<file path="src/rtl/timer_pkg.sv">
// Shared types for the programmable timer/counter: counting modes and FSM states.
package timer_pkg;

  typedef enum logic [1:0] {
    TMR_FREE     = 2'd0,
    TMR_PERIODIC = 2'd1,
    TMR_ONESHOT  = 2'd2,
    TMR_DOWN     = 2'd3
  } tmr_mode_e;

  typedef enum logic [1:0] {
    TMR_IDLE    = 2'd0,
    TMR_RUN     = 2'd1,
    TMR_EXPIRED = 2'd2
  } tmr_state_e;

endpackage

</file>
<file path="src/rtl/timer_prescaler.sv">
// Divide-by-PRESCALE tick generator for the timer; counts 0..PRESCALE-1 while run is high.
module timer_prescaler #(
  parameter int PRESCALE = 4
) (
  input  logic newclk_k,
  input  logic rstn,
  input  logic run,
  input  logic restart,
  output logic tick
);

  localparam int CW = (PRESCALE > 1) ? $clog2(PRESCALE) : 1;
  localparam logic [CW-1:0] LAST = CW'(PRESCALE - 1);

  logic [CW-1:0] cnt;

  assign tick = run && (cnt == LAST);

  always_ff @(posedge newclk_k or negedge rstn) begin
    if (!rstn) begin
      cnt <= '0;
    end else if (restart) begin
      cnt <= '0;
    end else if (run) begin
      cnt <= tick ? '0 : cnt + CW'(1);
    end
  end

endmodule

</file>
<file path="src/rtl/timer_counter_n.sv">
// Programmable WIDTH-bit timer/counter (free-run, periodic, one-shot, down/auto-reload).
// Define TIMER_PRESCALE_EN to gate count advances with a divide-by-PRESCALE prescaler.
module timer_counter_n
  import timer_pkg::*;
#(
  parameter int WIDTH    = 8,
  parameter int PRESCALE = 4
) (
  input  logic             newclk_k,
  input  logic             rstn,
  input  logic             en,
  input  logic [1:0]       mode,
  input  logic             clr,
  input  logic             load,
  input  logic [WIDTH-1:0] load_val,
  input  logic [WIDTH-1:0] cmp_val,
  output logic [WIDTH-1:0] out,
  output logic             trig,
  output logic             busy,
  output logic             done
);

  if (WIDTH < 2) begin : g_bad_width
    $error("timer_counter_n: WIDTH must be >= 2");
  end
  if (PRESCALE < 1) begin : g_bad_prescale
    $error("timer_counter_n: PRESCALE must be >= 1");
  end

  localparam logic [WIDTH-1:0] ONE = WIDTH'(1);

  tmr_state_e       state;
  tmr_mode_e        mode_q;
  logic             tick;
  logic             advance;
  logic [WIDTH-1:0] nxt_val;
  logic             nxt_match;

`ifdef TIMER_PRESCALE_EN
  timer_prescaler #(
    .PRESCALE (PRESCALE)
  ) u_prescaler (
    .newclk_k (newclk_k),
    .rstn     (rstn),
    .run      ((state == TMR_RUN) && en),
    .restart  (clr || load || ((state == TMR_IDLE) && en)),
    .tick     (tick)
  );
`else
  assign tick = 1'b1;
`endif

  // en low at an edge both leaves RUN and suppresses that edge's advance.
  assign advance = (state == TMR_RUN) && en && tick;
  assign busy    = (state == TMR_RUN);

  always_comb begin
    nxt_val = out + ONE;
    unique case (mode_q)
      TMR_FREE, TMR_ONESHOT: nxt_val = out + ONE;
      TMR_PERIODIC:          nxt_val = (out == cmp_val) ? '0 : out + ONE;
      TMR_DOWN:              nxt_val = (out == '0) ? load_val : out - ONE;
      default:               nxt_val = out + ONE;
    endcase
    nxt_match = (mode_q == TMR_DOWN) ? (nxt_val == '0) : (nxt_val == cmp_val);
  end

  // NOTE: all state here is updated with non-blocking assignments so every
  // register samples pre-edge values regardless of statement order.
  always_ff @(posedge newclk_k or negedge rstn) begin
    if (!rstn) begin
      state  <= TMR_IDLE;
      mode_q <= TMR_FREE;
      out    <= '0;
      trig   <= 1'b0;
      done   <= 1'b0;
    end else begin
      trig <= 1'b0;

      unique case (state)
        TMR_IDLE: begin
          if (en) begin
            state  <= TMR_RUN;
            mode_q <= tmr_mode_e'(mode);
          end
        end
        TMR_RUN:     if (!en) state <= TMR_IDLE;
        TMR_EXPIRED: if (clr || load) state <= TMR_IDLE;
        default:     state <= TMR_IDLE;
      endcase

      if (clr) begin
        out  <= '0;
        done <= 1'b0;
      end else if (load) begin
        out  <= load_val;
        done <= 1'b0;
      end else if (advance) begin
        out  <= nxt_val;
        trig <= nxt_match;
        if ((mode_q == TMR_ONESHOT) && nxt_match) begin
          state <= TMR_EXPIRED;
          done  <= 1'b1;
        end
      end
    end
  end

endmodule

</file>
<file path="config.mk">
export PLATFORM = sky130hd
export DESIGN_NAME = timer_counter_n
export DESIGN_NICKNAME = d
export VERILOG_FILES = /design/src/rtl/timer_pkg.sv /design/src/rtl/timer_prescaler.sv /design/src/rtl/timer_counter_n.sv
export SDC_FILE = /design/constraint.sdc
export NUM_CORES = 1
export LEC_CHECK = 0
export CAP_MARGIN = 0
export CELL_PAD_IN_SITES_DETAIL_PLACEMENT = 2
export CELL_PAD_IN_SITES_GLOBAL_PLACEMENT = 2
export CORE_MARGIN = 3
export CORE_UTILIZATION = 31
export DETAILED_ROUTE_END_ITERATION = 10
export GPL_TIMING_DRIVEN = 0
export HOLD_SLACK_MARGIN = 0.15
export PLACE_DENSITY = 0.83
export SLEW_MARGIN = 40
export SYNTH_ARGS = -nofsm -noshare
export SYNTH_HDL_FRONTEND = slang
export SYNTH_SLANG_ARGS = --single-unit
</file>
<file path="constraint.sdc">
create_clock -name newclk_k -period 8.6 [get_ports newclk_k]
set_input_delay 1.29 -clock newclk_k [delete_from_list [all_inputs] [get_ports newclk_k]]
set_output_delay 1.29 -clock newclk_k [all_outputs]
set_load 0.05 [all_outputs]
</file>
==> flow_summary.ini <==
[layout]
finalNonFillerCells = 306
final_common_cell = clkdlybuf4s50_1
diodes = 0
nNetsFinal = 265
mostFrequentLayoutCells = clkdlybuf4s50_1, nor2_1, a21oi_1, dfrtp_1
area_delta_synth_final_pct = 28.92
drive_gt1_frac = 0.1088
fill_cells = 586

[yosys]
synth_cell_types = 54
synth_top_family_by_area = simple AND/OR/NAND/NOR gates
synth_seq_cells = 14
synth_xor_area_frac = 0.1052
synth_edf_count = 0
post-synth-top-area-cell = dfrtp_1
yosysSeqAreaShare = 0.2231
synth_area_leaders = dfrtp_1, xor2_1, nor2_1
yosys_warnings = 0
synth_flop_cell = dfrtp_1
yosys.area_share.simple = 0.3076
async_reset_ff_frac = 1.000
synth_mux_area_frac = 0.02709
avgSynthCellArea_um2 = 7.697
synth_fa_ha_area_frac = 0.01594
synth_top_area_frac = 0.2231
synthesis.area_um2 = 1570
synth_cells = 204
synth_compound_area_frac = 0.2438
synthesis.nets = 229

[detailed_routing]
avgViaCountPerCell = 5.784
top_layer_used = met4
wl_met2_um = 3051
ant_nets = 0
drc = 0
drt_pass1_iterations = 4
via_count = 1770
routedWlPerCell_um = 21.00
met1_length_um = 2927
drtIter0Drc = 109
wl_met3_um = 345
routed_wl_um = 6427

[clock_network]
clock_sinks = 14
cts.clk_slew.worst_paths_ns = 0.07
cts-root-buf = clkbuf_8
cts_tree = built
clockBufferDepth = 2
ctsResizeCount = 0
hold_buffers = 0
insertion_delay_ns = 0.26
ctsHtreeMaxLevel = 1
cts-buffers-inserted = 3
cts_setup_buffers = 0

[grt]
grt_max_degree = 15
grt_first_pass_wirelength_um = 10340
antenna_found_initial = 0
grt_overflow = 0
grtUsageTotal = 0.2225
first_global_vias = 1831

[setup_path]
reg2reg_from = out[0]
crit_path_start = cmp_val[1]
critPathKind = in2reg
arrival_ns = 4.52
reg2reg_to = state[0]
reg2regPathDepth = 12
worstPathCellList = clkdlybuf4s50_1 > xor2_1 > nor4_1 > nand3_1 > buf_2 > a31oi_1 > nand4_1 > nor4_1 > a31oi_1 > o21a_1
crit_fanout = 10
required_ns = 8.75
startpoint_type = primary input
r2r_setup_slack_ns = 4.89
cp-end-kind = flop
worst_path_largest_cell_delay_ns = 0.54
crit_end = state[0]
cp_slowest_cell = nor4_1

[timing]
finalSetupTns_ns = 0
tightest_slew_ns = 0.8155
timing.fmax_ghz = 0.2291
hold_viol = 0
rsz0062_at_grt = false
maxSlewHeadroom = 0.4546
setup_viol_count_final = 0
min_period_over_period = 0.5075
period_needed_ns = 4.364
drv_slew = 0
fin_worst_skew_ns = 0.001817
hold_ws_ns = 0.4861

[floorplan]
core_region_area_um2 = 4817
die-height_um = 77.17
start_util = 0.3260
die_w_um = 77.17
rows = 25
die_area_um2 = 5955
ios = 34

[placement]
port_buffers = 31
hpwlAfterDp_um = 4813
globalplace.congestion = 0.8800
dp_cells = 302

[power]
pwr_density_cell_nw_per_um2 = 135.9
power_uw = 275.1
p_leak_nw = 0.7732
peakVddDrop_uv = 57.34

[flow_run]
max_cap_violations = 0

[hold_path]
min_path_type = reg2reg

[status]
status = completed
==> per-stage QoR <==
step	setup WS, ns	instance area [µm²]	utilization
after floorplan	5.415	1570	-
after global placement	4.143	1964	0.4078
after detailed placement	4.078	1964	0.4078
after CTS	4.346	2019	0.4192
after global routing	4.126	2024	0.4203
final	4.236	2024	0.4203
==> report_power, final <==
part / switching (mW) / total [mW] / internal (mW) / leakage, nW
logic: 0.0790 / 0.129 / 0.0498 / 0.562
clock network: 0.0300 / 0.0707 / 0.0407 / 0.0288
registers: 0.00572 / 0.0756 / 0.0699 / 0.182
total: 0.115 / 0.275 / 0.160 / 0.773
==> sequential cells by signal, summed over array words and instances, names as in the netlist <==
register / count
mode_q: 2
state: 2
done: 1
trig: 1
out: 8
==> per-layer routing <==
metal / vias to the layer above / GRT usage
met5: - / 0
met4: 0 / 0.04804
met3: 9 / 0.02934
met2: 61 / 0.3627
met1: 875 / 0.3121
li1: 825 / -
==> cells by family after synthesis <==
family,count (synthesis)
xor+xnor,18
mux,4
simple gates,88
fa+ha+maj,2
compound gates,52
flops,14
buf+inv,26
==> area by class of cell <==
| class | instances | area (µm²) | area share |
|---|---|---|---|
| buffer | 18 | 91.34 | 0.04512 |
| clock buffer | 4 | 55.05 | 0.02719 |
| inverter | 8 | 30.03 | 0.01483 |
| multi-input combinational | 164 | 1104 | 0.5451 |
| sequential | 14 | 350.3 | 0.1731 |
| tap | 67 | 83.83 | 0.04141 |
| timing repair buffer | 31 | 310.3 | 0.1533 |
==> worst max-delay path: cells and delay by family <==
kind                   cells  cell delay [ns]
XOR/XNOR                   1             0.19
AO/OA/AOI/OAI              3             0.87
buffers and inverters      2             0.75
AND/OR/NAND/NOR            4             1.41
==> worst min-delay path by stage <==
stage | from | end | cells past startpoint
after detailed placement | done | done | 2
final | done | done | 2
after CTS | done | done | 2
after global routing | done | done | 2
after floorplan | state[1] | state[1] | 2
after global placement | done | done | 2
==> cells in the mapped netlist, types with 2 or more instances <==
library cell and instances:
nand2_1 12, nor4_1 3, a211oi_1 7, nor3_1 10
buf_2 4, a21oi_1 14, ha_1 2, and4_1 2
dfrtp_1 14, mux2_2 2, or3_1 3, xnor2_1 8
o22ai_1 2, nor2_1 19, clkbuf_1 10, o32ai_1 2
nand4_1 3, nand2b_1 2, buf_6 2, and2_1 3
a31oi_1 8, mux2i_1 2, a221oi_1 2, nor4_2 2
xor2_1 9, nor2b_1 6, o21ai_0 4, nand3_1 12
inv_1 8, or4_1 2, or2_2 2
Power figures use the tool's default switching activity.
